### src/rtl/video_pixel_sequencer_if.sv
// video_pixel_sequencer_if: valid/ready word channel from the line FIFO to the pixel sequencer
interface video_pixel_sequencer_if;
   logic [31:0] word_data;
   logic        word_valid;
   logic        word_ready;
   modport master (output word_data, word_valid, input word_ready);
   modport slave (input word_data, word_valid, output word_ready);
endinterface

### src/rtl/video_pixel_sequencer.sv
// video_pixel_sequencer: steps pixel indices through prefetched FIFO words for the demux; optional VIDEO_PIXSEQ_DOUBLE_EN adds horizontal pixel doubling
module video_pixel_sequencer (
   input  logic        clk,
   input  logic        reset,
   input  logic [2:0]  mode,
   input  logic        line_start,
   input  logic        pix_en,
`ifdef VIDEO_PIXSEQ_DOUBLE_EN
   input  logic        hdouble,
`endif
   video_pixel_sequencer_if.slave bus,
   output logic [31:0] pixword,
   output logic [4:0]  x_index,
   output logic        pix_valid,
   output logic        underrun
);
   typedef enum logic [1:0] {IDLE, PRIME, RUN, UNDERRUN} state_t;
   state_t      state;
   logic [2:0]  mode_q;
   logic [31:0] pre_data;
   logic        pre_valid;
   logic        cur_valid;
   logic [5:0]  step;
   logic        act;
   logic        advance_word;
   logic        xfer;
`ifdef VIDEO_PIXSEQ_DOUBLE_EN
   logic        hdouble_q;
   logic        phase;
   assign act = pix_en && state == RUN && (!hdouble_q || phase);
`else
   assign act = pix_en && state == RUN;
`endif
   // index stride per pixel for the latched depth; reserved modes fall back to 1bpp
   always_comb begin
      step = mode_q == 3'd1 ? 6'd2 :
             (mode_q == 3'd2 || mode_q == 3'd5) ? 6'd4 :
             mode_q == 3'd3 ? 6'd8 :
             mode_q == 3'd4 ? 6'd16 : 6'd1;
   end
   assign advance_word = act && ({1'b0, x_index} + step >= 6'd32);
   assign bus.word_ready = !reset && !line_start && (state == PRIME || state == RUN) && (!pre_valid || advance_word);
   assign xfer = bus.word_valid && bus.word_ready;
   // line FSM: prime current+prefetch words, then step through them until the line ends or the FIFO starves
   always_ff @(posedge clk) begin
      if (reset) begin
         state     <= IDLE;
         mode_q    <= 3'd0;
         pixword   <= 32'd0;
         pre_data  <= 32'd0;
         pre_valid <= 1'b0;
         cur_valid <= 1'b0;
         x_index   <= 5'd0;
         pix_valid <= 1'b0;
         underrun  <= 1'b0;
`ifdef VIDEO_PIXSEQ_DOUBLE_EN
         hdouble_q <= 1'b0;
         phase     <= 1'b0;
`endif
      end else if (line_start) begin
         state     <= PRIME;
         mode_q    <= mode;
         pre_valid <= 1'b0;
         cur_valid <= 1'b0;
         x_index   <= 5'd0;
         pix_valid <= 1'b0;
         underrun  <= 1'b0;
`ifdef VIDEO_PIXSEQ_DOUBLE_EN
         hdouble_q <= hdouble;
         phase     <= 1'b0;
`endif
      end else begin
         case (state)
            PRIME: begin
               if (xfer && !cur_valid) begin
                  pixword   <= bus.word_data;
                  cur_valid <= 1'b1;
               end else if (xfer) begin
                  pre_data  <= bus.word_data;
                  pre_valid <= 1'b1;
                  pix_valid <= 1'b1;
                  x_index   <= 5'd0;
                  state     <= RUN;
               end
            end
            RUN: begin
`ifdef VIDEO_PIXSEQ_DOUBLE_EN
               if (pix_en) phase <= !phase;
`endif
               if (advance_word && pre_valid) begin
                  pixword   <= pre_data;
                  x_index   <= 5'd0;
                  pre_valid <= xfer;
                  if (xfer) pre_data <= bus.word_data;
               end else if (advance_word) begin
                  pix_valid <= 1'b0;
                  underrun  <= 1'b1;
                  cur_valid <= 1'b0;
                  state     <= UNDERRUN;
               end else begin
                  if (act) x_index <= x_index + step[4:0];
                  if (xfer) begin
                     pre_data  <= bus.word_data;
                     pre_valid <= 1'b1;
                  end
               end
            end
            default: ;
         endcase
      end
   end
endmodule

### src/flat_wrapper.sv
// flat-port wrapper written by rule: the top's interface ports become plain ports
module video_pixel_sequencer_flat 
  (clk, reset, mode, line_start, pix_en, pixword, x_index, pix_valid, underrun, bus_word_data, bus_word_valid, bus_word_ready);
  video_pixel_sequencer_if bus_i ();
  input  logic clk;
  input  logic reset;
  input  logic [2:0] mode;
  input  logic line_start;
  input  logic pix_en;
  output logic [31:0] pixword;
  output logic [4:0] x_index;
  output logic pix_valid;
  output logic underrun;
  input wire logic [$bits(bus_i.word_data)-1:0] bus_word_data;
  input wire logic [$bits(bus_i.word_valid)-1:0] bus_word_valid;
  output wire logic [$bits(bus_i.word_ready)-1:0] bus_word_ready;
  assign bus_i.word_data = bus_word_data;
  assign bus_i.word_valid = bus_word_valid;
  assign bus_word_ready = bus_i.word_ready;
  video_pixel_sequencer u_core (.clk(clk), .reset(reset), .mode(mode), .line_start(line_start), .pix_en(pix_en), .bus(bus_i), .pixword(pixword), .x_index(x_index), .pix_valid(pix_valid), .underrun(underrun));
endmodule
### config.mk
export PLATFORM = sky130hd
export DESIGN_NAME = video_pixel_sequencer_flat
export DESIGN_NICKNAME = d
export VERILOG_FILES = /design/src/rtl/video_pixel_sequencer_if.sv /design/src/rtl/video_pixel_sequencer.sv /design/src/flat_wrapper.sv
export SDC_FILE = /design/constraint.sdc
export NUM_CORES = 1
export LEC_CHECK = 0
export CORE_MARGIN = 2
export CORE_UTILIZATION = 40
export CTS_CLUSTER_DIAMETER = 40
export DETAILED_ROUTE_END_ITERATION = 12
export GPL_TIMING_DRIVEN = 1
export PLACE_DENSITY = 0.7
export SLEW_MARGIN = 25
export SYNTH_ARGS = -nofsm -noshare
export SYNTH_HDL_FRONTEND = slang
export SYNTH_SLANG_ARGS = --single-unit
### constraint.sdc
create_clock -name clk -period 6.44 [get_ports clk]
set_clock_uncertainty 0.1 [all_clocks]
set_input_delay 0.644 -clock clk [delete_from_list [all_inputs] [get_ports clk]]
set_output_delay 0.644 -clock clk [all_outputs]
set_load 0.02 [all_outputs]
==> results.py, run 1 <==
metrics = {
    "yosys": {
        "synth_top_area_share": 0.3912,
        "synth_area_leader_cell": "dfxtp_1",
        "postSynthRegisterBits": 78,
        "synth_area_mm2": 0.003991,
        "ys_types": 38,
        "synth_flop_cell": "dfxtp_1",
        "synth_commonest_cells": "dfxtp_1, a21oi_1, nand3_1, nor2_1, mux2i_1",
        "synth-edff-count": 0,
        "seq_area_frac_synth": 0.3912,
        "synth_warnings": 0,
        "ys_top_cells_by_area": "dfxtp_1, mux2i_1, a211oi_2",
        "synthMostInstantiatedCell": "dfxtp_1",
        "synthCells": 441,
        "syn_nets": 489,
        "synthArstFlopShare": 0,
        "syn_area_per_cell_um2": 9.051,
    },
    "floorplanning": {
        "start_util": 0.4102,
        "coreArea_mm2": 0.009729,
        "die_height_um": 103.9,
        "die-area_mm2": 0.01079,
        "rows": 36,
        "fp.dieW_um": 103.9,
        "io_pins": 80,
    },
    "global_routing": {
        "grt_pass1_wl_um": 15460,
        "antenna_found_initial": 0,
        "gr-total-overflow": 0,
        "grt_max_degree": 72,
        "grt_pass1_vias": 3173,
        "grt_use_total": 0.1717,
    },
    "place": {
        "preCtsSetupSlack_ps": 2689,
        "dp_hpwl_um": 6075,
        "portBuffers": 79,
        "place.gp.congestion": 0.8633,
    },
    "sta": {
        "hold_viol": 0,
        "fin_hold_ws_ps": 371.4,
        "slew_violations": 0,
        "fmax_mhz": 260.6,
        "max_slew_margin": 0.3730,
        "fin_crit_ps": 3837,
        "period_share": 0.5958,
        "tightest_slew_ps": 940.6,
        "grt_setup_unrepaired": "false",
        "setup_ws_ps": 2603,
        "fin_tns_setup_ps": 0,
        "setup_violations": 0,
    },
    "drt": {
        "drt-total-wl_um": 9369,
        "drtAntennaViolNets": 0,
        "via_per_inst": 5.232,
        "drtIter0Drc": 139,
        "first_pass_iters": 4,
        "drt-wirelength-per-cell_um": 14.78,
        "num_vias": 3317,
        "drc": 0,
    },
    "power": {
        "ir_drop_uv": 133.2,
        "p_leak_nw": 1.672,
        "power_density_mw_per_mm2": 222.6,
    },
    "clock_network": {
        "postCtsSetupRepairBufs": 0,
        "clockRootBuffer": "clkbuf_8",
        "cts.sinks": 78,
        "ctsHtreeMaxLevel": 3,
        "clk-insertion-delay-late_ps": 330,
        "path_clk_slew_ps": 80,
        "hold_buffers": 0,
        "numCtsBuffers": 9,
        "cts_tree": "done",
        "cts_resized": 0,
        "clockBufferDepth": 2,
    },
    "critical_path": {
        "cp_slowest_cell": "clkdlybuf4s50_1",
        "ff2ff_setup_slack_ps": 3040,
        "crit_chain": "inv_1 -> ha_2 -> buf_4 -> o211ai_2 -> a211oi_1 -> clkdlybuf4s50_1",
        "crit_fanout": 22,
        "critPathMaxStageDelay_ps": 670,
        "required_ps": 5700,
        "critical_path_class": "flop to output pin",
        "setup.worst_path.start_class": "flop",
        "worstPathArrival_ps": 3090,
        "end_kind": "output pin",
    },
    "job": {
        "cap_violations": 0,
    },
    "cells_and_area": {
        "drive_gt1_frac": 0.1297,
        "final_nets": 544,
        "diodes": 0,
        "syn_to_final_growth_pct": 26.83,
        "fillers": 922,
    },
    "status": {
        "status": "finished, final reports clean",
    },
    "worst_hold_path": {
        "min_path_type": "flop to flop",
    },
}
## per-layer routing
metal,share of wire,GRT usage,up-vias
li1,-,-,1660
met1,0.46,0.2227,1553
met2,0.47,0.2876,90
met3,0.045,0.03133,14
met4,0.019,0.05888,0
met5,0,0,-
## final cells by class
type / instances / area, um^2 / area share
inverters: 3 / 11.26 / 0.002224
clock inverters: 6 / 92.59 / 0.01829
clock buffers: 10 / 137.6 / 0.02719
flip-flops and latches: 78 / 1562 / 0.3085
multi-input cells: 320 / 2250 / 0.4444
well taps: 133 / 166.4 / 0.03287
repair buffers: 84 / 843.3 / 0.1666
## worst max-delay path, delay by kind of cell (launching register included)
kind	cells	cell delay [ps]
AO/OA/AOI/OAI	2	670
adder cells (fa/ha/maj)	1	550
flip-flops	1	330
buffers and inverters	3	1190
## where the power goes
part	switching, mW	internal [mW]	total [mW]	leakage, nW
combinational	0.105	0.0917	0.197	0.929
sequential	0.0114	0.501	0.513	0.634
clock	0.186	0.232	0.417	0.110
## cells in the final DEF (no fill, tap or decap), drive strengths merged
| cell | synthesis | routed |
|---|---|---|
| clkdlybuf4s50 | 0 | 78 |
| dfxtp | 78 | 78 |
| nor2 | 44 | 44 |
| a21oi | 42 | 42 |
| nand3 | 42 | 42 |
| mux2i | 40 | 40 |
| nand2b | 37 | 37 |
| o21ai | 37 | 37 |
| a211oi | 35 | 35 |
| clkbuf | 26 | 10 |
| nand2 | 9 | 9 |
| ha | 7 | 7 |
| buf | 14 | 6 |
| inv | 3 | 5 |
| a21o | 4 | 4 |
| xnor2 | 4 | 4 |
| nor3b | 2 | 2 |
| o211ai | 2 | 2 |
| and2 | 2 | 2 |
| clkinvlp | 0 | 2 |
| bufinv | 0 | 2 |
| nor2b | 2 | 2 |
| and3 | 2 | 2 |
| and3b | 1 | 1 |
| nand3b | 1 | 1 |
| nor3 | 1 | 1 |
| or2 | 1 | 1 |
| o211a | 1 | 1 |
| xor2 | 1 | 1 |
| o21a | 1 | 1 |
| o31ai | 1 | 1 |
| fa | 1 | 1 |
## flip-flops by register name, indices dropped and copies added (netlist names), 2 cells and up
register	count
u_core.mode_q	3
u_core.pixword	32
u_core.state	2
u_core.x_index	5
u_core.pre_data	32
## final timing paths
path,start,end,cells past startpoint
worst min-delay path,u_core.underrun$_SDFFE_PP0P_,u_core.underrun$_SDFFE_PP0P_,2
worst min register to register,u_core.underrun$_SDFFE_PP0P_,u_core.underrun$_SDFFE_PP0P_,2
worst max register to register,u_core.state[0]$_SDFFE_PP0P_,u_core.pixword[30]$_SDFFE_PP0P_,10
worst max-delay path,u_core.state[0]$_SDFFE_PP0P_,bus_word_ready,6
## kinds of logic after synthesis
group,synth area share
adders and majority gates,0.02696
xor gates and xnor gates,0.01473
buffers and inverters,0.05297
AOI/OAI and AO/OA,0.2288
and+or+nand+nor,0.1850
DFF,0.3912
muxes,0.1003
## through the flow
stage / total power [mW] / instance area [um^2] / instances / utilization
6_report: 1.127 / 5062 / 634 / 0.5203
5_1_grt: 1.178 / 5062 / 634 / 0.5203
4_1_cts: 1.139 / 5057 / 634 / 0.5198
3_5_place_dp: 0.7214 / 4827 / 618 / 0.4961
3_3_place_gp: 0.7142 / 4787 / 617 / 0.4920
2_1_floorplan: 0.6462 / 3991 / 441 / -
Note: power is estimated with default switching activity, not from simulation.
==> run 2, diff against run 1 <==
==> constraint.sdc (replaced) <==
create_clock -name clk -period 3.8 [get_ports clk]
set_clock_uncertainty 0.1 [all_clocks]
set_input_delay 0.38 -clock clk [delete_from_list [all_inputs] [get_ports clk]]
set_output_delay 0.38 -clock clk [all_outputs]
set_load 0.02 [all_outputs]
==> results.py, run 2 (synthesis results as in run 1) <==
metrics = {
    "sta": {
        "fin_hold_ws_ps": 356.0,
        "fmax_mhz": 302.7,
        "setup_violations": 0,
        "slew_violations": 0,
        "grt_setup_unrepaired": "false",
        "fin_tns_setup_ps": 0,
        "fin_crit_ps": 3304,
        "tightest_slew_ps": 884.2,
        "period_share": 0.8694,
        "hold_viol": 0,
        "max_slew_margin": 0.4106,
    },
    "clock_network": {
        "clockBufferDepth": 2,
        "numCtsBuffers": 9,
        "path_clk_slew_ps": 80,
        "cts.sinks": 78,
        "cts_resized": 0,
        "cts_tree": "done",
        "ctsHtreeMaxLevel": 3,
        "hold_buffers": 0,
        "clk-insertion-delay-late_ps": 350,
        "clockRootBuffer": "clkbuf_8",
        "postCtsSetupRepairBufs": 0,
    },
    "critical_path": {
        "required_ps": 3320,
        "critPathMaxStageDelay_ps": 660,
        "reg2reg_to": "u_core.pre_data[30]$_SDFFE_PP0P_",
        "cp_slowest_cell": "clkdlybuf4s50_1",
        "critPathBufInv": 1,
        "r2r-start": "u_core.mode_q[0]$_SDFFE_PP0P_",
        "crit_fanout": 7,
        "crit_chain": "nor3b_1 -> ha_1 -> a21oi_1 -> nor2_2 -> o211ai_2 -> a211oi_1 -> clkdlybuf4s50_1",
        "setup.worst_path.start_class": "flop",
        "reg2regPathDepth": 9,
        "critical_path_class": "flop to output pin",
        "worstPathArrival_ps": 2820,
        "ff2ff_setup_slack_ps": 810,
        "end_kind": "output pin",
        "crit_family": "buffers and inverters",
    },
    "job": {
        "cap_violations": 0,
    },
    "global_routing": {
        "grt_use_total": 0.1805,
        "grt_pass1_wl_um": 16120,
        "gr-total-overflow": 0,
        "grt_pass1_vias": 3335,
        "grt_max_degree": 39,
        "antenna_found_initial": 1,
    },
    "floorplanning": {
        "die-area_mm2": 0.01079,
        "io_pins": 80,
        "fp.dieW_um": 103.9,
        "start_util": 0.4102,
        "coreArea_mm2": 0.009729,
        "rows": 36,
        "die_height_um": 103.9,
    },
    "place": {
        "place.gp.congestion": 0.8773,
        "dp_cells": 625,
        "place_area_mm2": 0.004860,
        "portBuffers": 79,
        "dp_hpwl_um": 6465,
    },
    "drt": {
        "drt-total-wl_um": 9705,
        "num_vias": 3410,
        "drt-wirelength-per-cell_um": 15.12,
        "drc": 0,
        "drtAntennaViolNets": 0,
        "via_per_inst": 5.312,
        "first_pass_iters": 4,
        "drtIter0Drc": 152,
    },
    "cells_and_area": {
        "drive_gt1_frac": 0.1378,
        "final_nets": 551,
        "reg_top3": "u_core.pixword (32), u_core.pre_data (32), u_core.x_index (5)",
        "syn_to_final_growth_pct": 26.36,
        "mostFrequentLayoutCells": "clkdlybuf4s50_1, dfxtp_1, nand3_1, a21oi_1, nor2_1",
        "fin_area_mm2": 0.005044,
        "stdcell_count": 642,
    },
    "power": {
        "p_leak_nw": 1.681,
        "ir_drop_uv": 171.8,
        "finalPower_mw": 1.784,
        "power_density_mw_per_mm2": 353.8,
    },
    "status": {
        "status": "finished, final reports clean",
    },
    "worst_hold_path": {
        "hold_depth": 2,
        "hold_end": "u_core.underrun$_SDFFE_PP0P_",
        "min_path_type": "flop to flop",
        "holdCritStartpoint": "u_core.underrun$_SDFFE_PP0P_",
    },
}
-- run 2: area by class of cell --
type	count	area, um^2
Multi-Input combinational cell	320	2232
Clock buffer	9	123.9
Antenna cell	1	2.502
Inverter	3	11.26
Sequential cell	78	1562
Timing Repair Buffer	91	888.4
Clock inverter	7	57.56
Fill cell	922	4686
Tap cell	133	166.4
-- run 2: through the flow --
step	worst slack, ps	util
final	496.4	0.5184
after global routing	203.9	0.5184
after CTS	446.7	0.5181
after detailed placement	847.4	0.4995
after global placement	929.1	0.4995
after floorplan	1389	-
-- run 2: how the worst max path moves through the flow --
stage | depth (start not counted) | slack [ps] | endpoint | from
floorplan | 7 | 1390 | bus_word_ready | u_core.mode_q[1]$_SDFFE_PP0P_
global placement | 8 | 930 | bus_word_ready | u_core.mode_q[1]$_SDFFE_PP0P_
detailed placement | 9 | 850 | u_core.pre_data[30]$_SDFFE_PP0P_ | u_core.mode_q[0]$_SDFFE_PP0P_
CTS | 7 | 450 | bus_word_ready | u_core.mode_q[0]$_SDFFE_PP0P_
global route | 7 | 200 | bus_word_ready | u_core.mode_q[0]$_SDFFE_PP0P_
finish | 7 | 500 | bus_word_ready | u_core.mode_q[0]$_SDFFE_PP0P_
-- run 2: power breakdown --
group	total [mW]	switching [mW]	internal [mW]	leakage (nW)
Clock	0.581	0.334	0.246	0.0881
Sequential	0.869	0.0192	0.850	0.634
Combinational	0.335	0.179	0.156	0.959
Total	1.78	0.532	1.25	1.68
-- run 2: worst min-delay path: stages (launching register included) --
cell     delay [ps]
dfxtp_1         320
inv_1            50
a21oi_1          50
-- run 2: layer usage --
metal	track usage	part of all wire	up-vias	wire length, um
met5	0	0	-	0
met4	0.07046	0.016	0	158
met3	0.03321	0.044	10	427
met2	0.3026	0.49	102	4744
met1	0.2302	0.45	1625	4374
li1	-	-	1673	-
==> run 3, diff against run 2 <==
--- a/config.mk
+++ b/config.mk
@@ -5,12 +5,13 @@
 export SDC_FILE = /design/constraint.sdc
 export NUM_CORES = 1
 export LEC_CHECK = 0
+export ABC_AREA = 1
 export CORE_MARGIN = 2
-export CORE_UTILIZATION = 40
+export CORE_UTILIZATION = 50
 export CTS_CLUSTER_DIAMETER = 40
 export DETAILED_ROUTE_END_ITERATION = 12
 export GPL_TIMING_DRIVEN = 1
-export PLACE_DENSITY = 0.7
+export PLACE_DENSITY_LB_ADDON = 0.2
 export SLEW_MARGIN = 25
 export SYNTH_ARGS = -nofsm -noshare
 export SYNTH_HDL_FRONTEND = slang
==> results.py, run 3 <==
metrics = {
    "status": {
        "status": "finished, final reports clean",
    },
    "yosys": {
        "synth_fa_ha_area_frac": 0.02602,
        "synth_warnings": 0,
        "syn_nets": 672,
        "synth_flop_cell": "dfxtp_1",
        "synth_area_leader_cell": "dfxtp_1",
        "synth_top_family_by_area": "simple AND/OR/NAND/NOR gates",
        "synth_area_mm2": 0.004135,
        "synth-edff-count": 0,
        "synth-simple-area-share": 0.3386,
        "synth_compound_area_frac": 0.1038,
        "synthMuxAreaShare": 0,
        "synthMostInstantiatedCell": "nand2_1",
        "synth_top_area_share": 0.3776,
        "syn_area_per_cell_um2": 6.627,
        "ys_types": 32,
        "synthXorXnorAreaFrac": 0.006354,
        "synthCells": 624,
        "ys_top_cells_by_area": "dfxtp_1, nand2_1, inv_1",
        "synth_commonest_cells": "nand2_1, inv_1, dfxtp_1",
        "seq_area_frac_synth": 0.3776,
        "postSynthRegisterBits": 78,
        "synthArstFlopShare": 0,
    },
    "sta": {
        "period_share": 0.8265,
        "hold_viol": 0,
        "fmax_mhz": 318.4,
        "setup_violations": 0,
        "fin_tns_setup_ps": 0,
        "setup_ws_ps": 659.5,
        "grt_setup_unrepaired": "false",
        "tightest_slew_ps": 685.5,
        "fin_hold_ws_ps": 302.9,
        "slew_violations": 0,
        "max_slew_margin": 0.5414,
        "fin_crit_ps": 3141,
    },
    "drt": {
        "num_vias": 3905,
        "first_pass_iters": 4,
        "via_per_inst": 4.881,
        "drc": 0,
        "drt-total-wl_um": 9724,
        "drt-wirelength-per-cell_um": 12.16,
        "drtIter0Drc": 144,
        "drtAntennaViolNets": 0,
    },
    "cells_and_area": {
        "diodes": 0,
        "drive_gt1_frac": 0.07050,
        "fin_area_mm2": 0.005166,
        "layout_commonest_cell": "nand2_1",
        "multi_input_area_mm2": 0.001973,
        "fillers": 748,
        "final_nets": 738,
        "stdcell_count": 800,
        "seq_area_mm2": 0.001562,
        "mostFrequentLayoutCells": "nand2_1, inv_1, clkdlybuf4s50_1, dfxtp_1, nor2_1",
        "syn_to_final_growth_pct": 24.93,
        "reg_top3": "u_core.pixword (32), u_core.pre_data (32), u_core.x_index (5)",
        "final_core_util": 0.6351,
    },
    "global_routing": {
        "grt_use_total": 0.2323,
        "antenna_found_initial": 0,
        "grt_max_degree": 67,
        "grt_pass1_vias": 3743,
        "grt_pass1_wl_um": 16670,
        "gr-total-overflow": 0,
    },
    "worst_hold_path": {
        "min_path_type": "primary input to flop",
        "holdCritStartpoint": "reset",
    },
    "clock_network": {
        "cts_tree": "done",
        "clockRootBuffer": "clkbuf_8",
        "path_clk_slew_ps": 80,
        "numCtsBuffers": 9,
        "postCtsSetupRepairBufs": 0,
        "hold_buffers": 0,
        "clk-insertion-delay-late_ps": 340,
        "ctsHtreeMaxLevel": 3,
        "cts_resized": 0,
        "cts.sinks": 78,
        "clockBufferDepth": 2,
    },
    "power": {
        "seqPwrFrac": 0.461,
        "internal_power_mw": 1.367,
        "ir_drop_uv": 179.9,
        "comb_power_share": 0.169,
        "swShare": 0.2709,
        "finalPower_mw": 1.875,
        "netSwitchingPower_uw": 507.8,
        "p_leak_nw": 2.202,
        "power_density_mw_per_mm2": 362.8,
        "clkPwrFrac": 0.370,
    },
    "critical_path": {
        "crit_fanout": 39,
        "cpMostUsedCell": "nand2_1",
        "end_kind": "flop",
        "r2r-start": "u_core.mode_q[1]$_SDFFE_PP0P_",
        "crit_chain": "inv_1 -> nor2_1 -> inv_1 -> o22ai_1 -> ha_1 -> nand2_1 -> nand2_1 -> nand2_1 -> nand3_2 -> nand3_1 -> nand2_1 -> inv_2 -> nor2_8 -> nand2_2 -> or2_0 -> a21oi_1",
        "critical_path_class": "flop to flop",
        "required_ps": 3970,
        "cp_slowest_cell": "nand2_2",
        "critPathBufInv": 3,
        "worstPathArrival_ps": 3320,
        "setup.worst_path.start_class": "flop",
        "critPathMaxStageDelay_ps": 500,
        "startpoint": "u_core.mode_q[1]$_SDFFE_PP0P_",
        "crit_family": "simple AND/OR/NAND/NOR gates",
    },
    "place": {
        "place.gp.congestion": 0.8673,
        "dp_hpwl_um": 6729,
        "preCtsSetupSlack_ps": 713.2,
        "dp_cells": 784,
        "place_area_mm2": 0.004943,
        "portBuffers": 79,
    },
    "floorplanning": {
        "die-area_mm2": 0.009014,
        "start_util": 0.5084,
        "io_pins": 80,
        "coreArea_mm2": 0.008134,
        "die_height_um": 94.94,
        "fp.dieW_um": 94.94,
        "rows": 33,
    },
    "job": {
        "cap_violations": 0,
    },
}
## run 3: cell types whose count changed in the layout (fill, tap and decap cells not counted), moves of 4 or more
cell / change
o21ai_0: +7
a21o_1: -4
nand3b_1: +6
inv_1: +109
nand3_1: +8
or2_0: +7
nand2_1: +151
a211oi_2: -30
nand3_2: +12
nand2b_1: -37
mux2i_1: -40
nor2_1: +17
o21ai_1: -6
## run 3: power groups by stage
stage          sequential (mW)  clock (mW)  combinational, mW
2_1_floorplan            0.900           0              0.184
3_3_place_gp             0.882           0              0.312
3_5_place_dp             0.882           0              0.318
4_1_cts                  0.863       0.705              0.319
5_1_grt                  0.867       0.744              0.353
6_report                 0.863       0.694              0.317
## run 3: tightest hold or removal path, cell delays in order
cell and delay (ps):
buf_2 170, nor2_8 70, nand2_1 60, nor2_1 30
## run 3: cells by family after synthesis
logic type,count (synthesis)
xor+xnor,3
flops,78
buf+inv,147
compound gates,82
simple gates,306
fa+ha+maj,8
## run 3: cell type report
cell class	instances	area share
Clock buffer	11	0.02737
Inverter	115	0.08356
Tap cell	105	0.02543
Timing Repair Buffer	87	0.1637
Sequential cell	78	0.3023
Clock inverter	5	0.01574
Multi-Input combinational cell	399	0.3819
## run 3: per-layer routing
layer	track usage	up-vias	part of all wire
li1	-	2034	-
met1	0.2834	1754	0.44
met2	0.4096	101	0.49
met3	0.03512	16	0.049
met4	0.09058	0	0.019
met5	0	-	0
## run 3: final timing paths
kind	cells past startpoint	slack [ps]	end
max	16	660	u_core.pixword[5]$_SDFFE_PP0P_
max reg2reg	16	660	u_core.pixword[5]$_SDFFE_PP0P_
min reg2reg	2	370	u_core.pixword[20]$_SDFFE_PP0P_
min	4	300	u_core.x_index[4]$_SDFFE_PP0P_
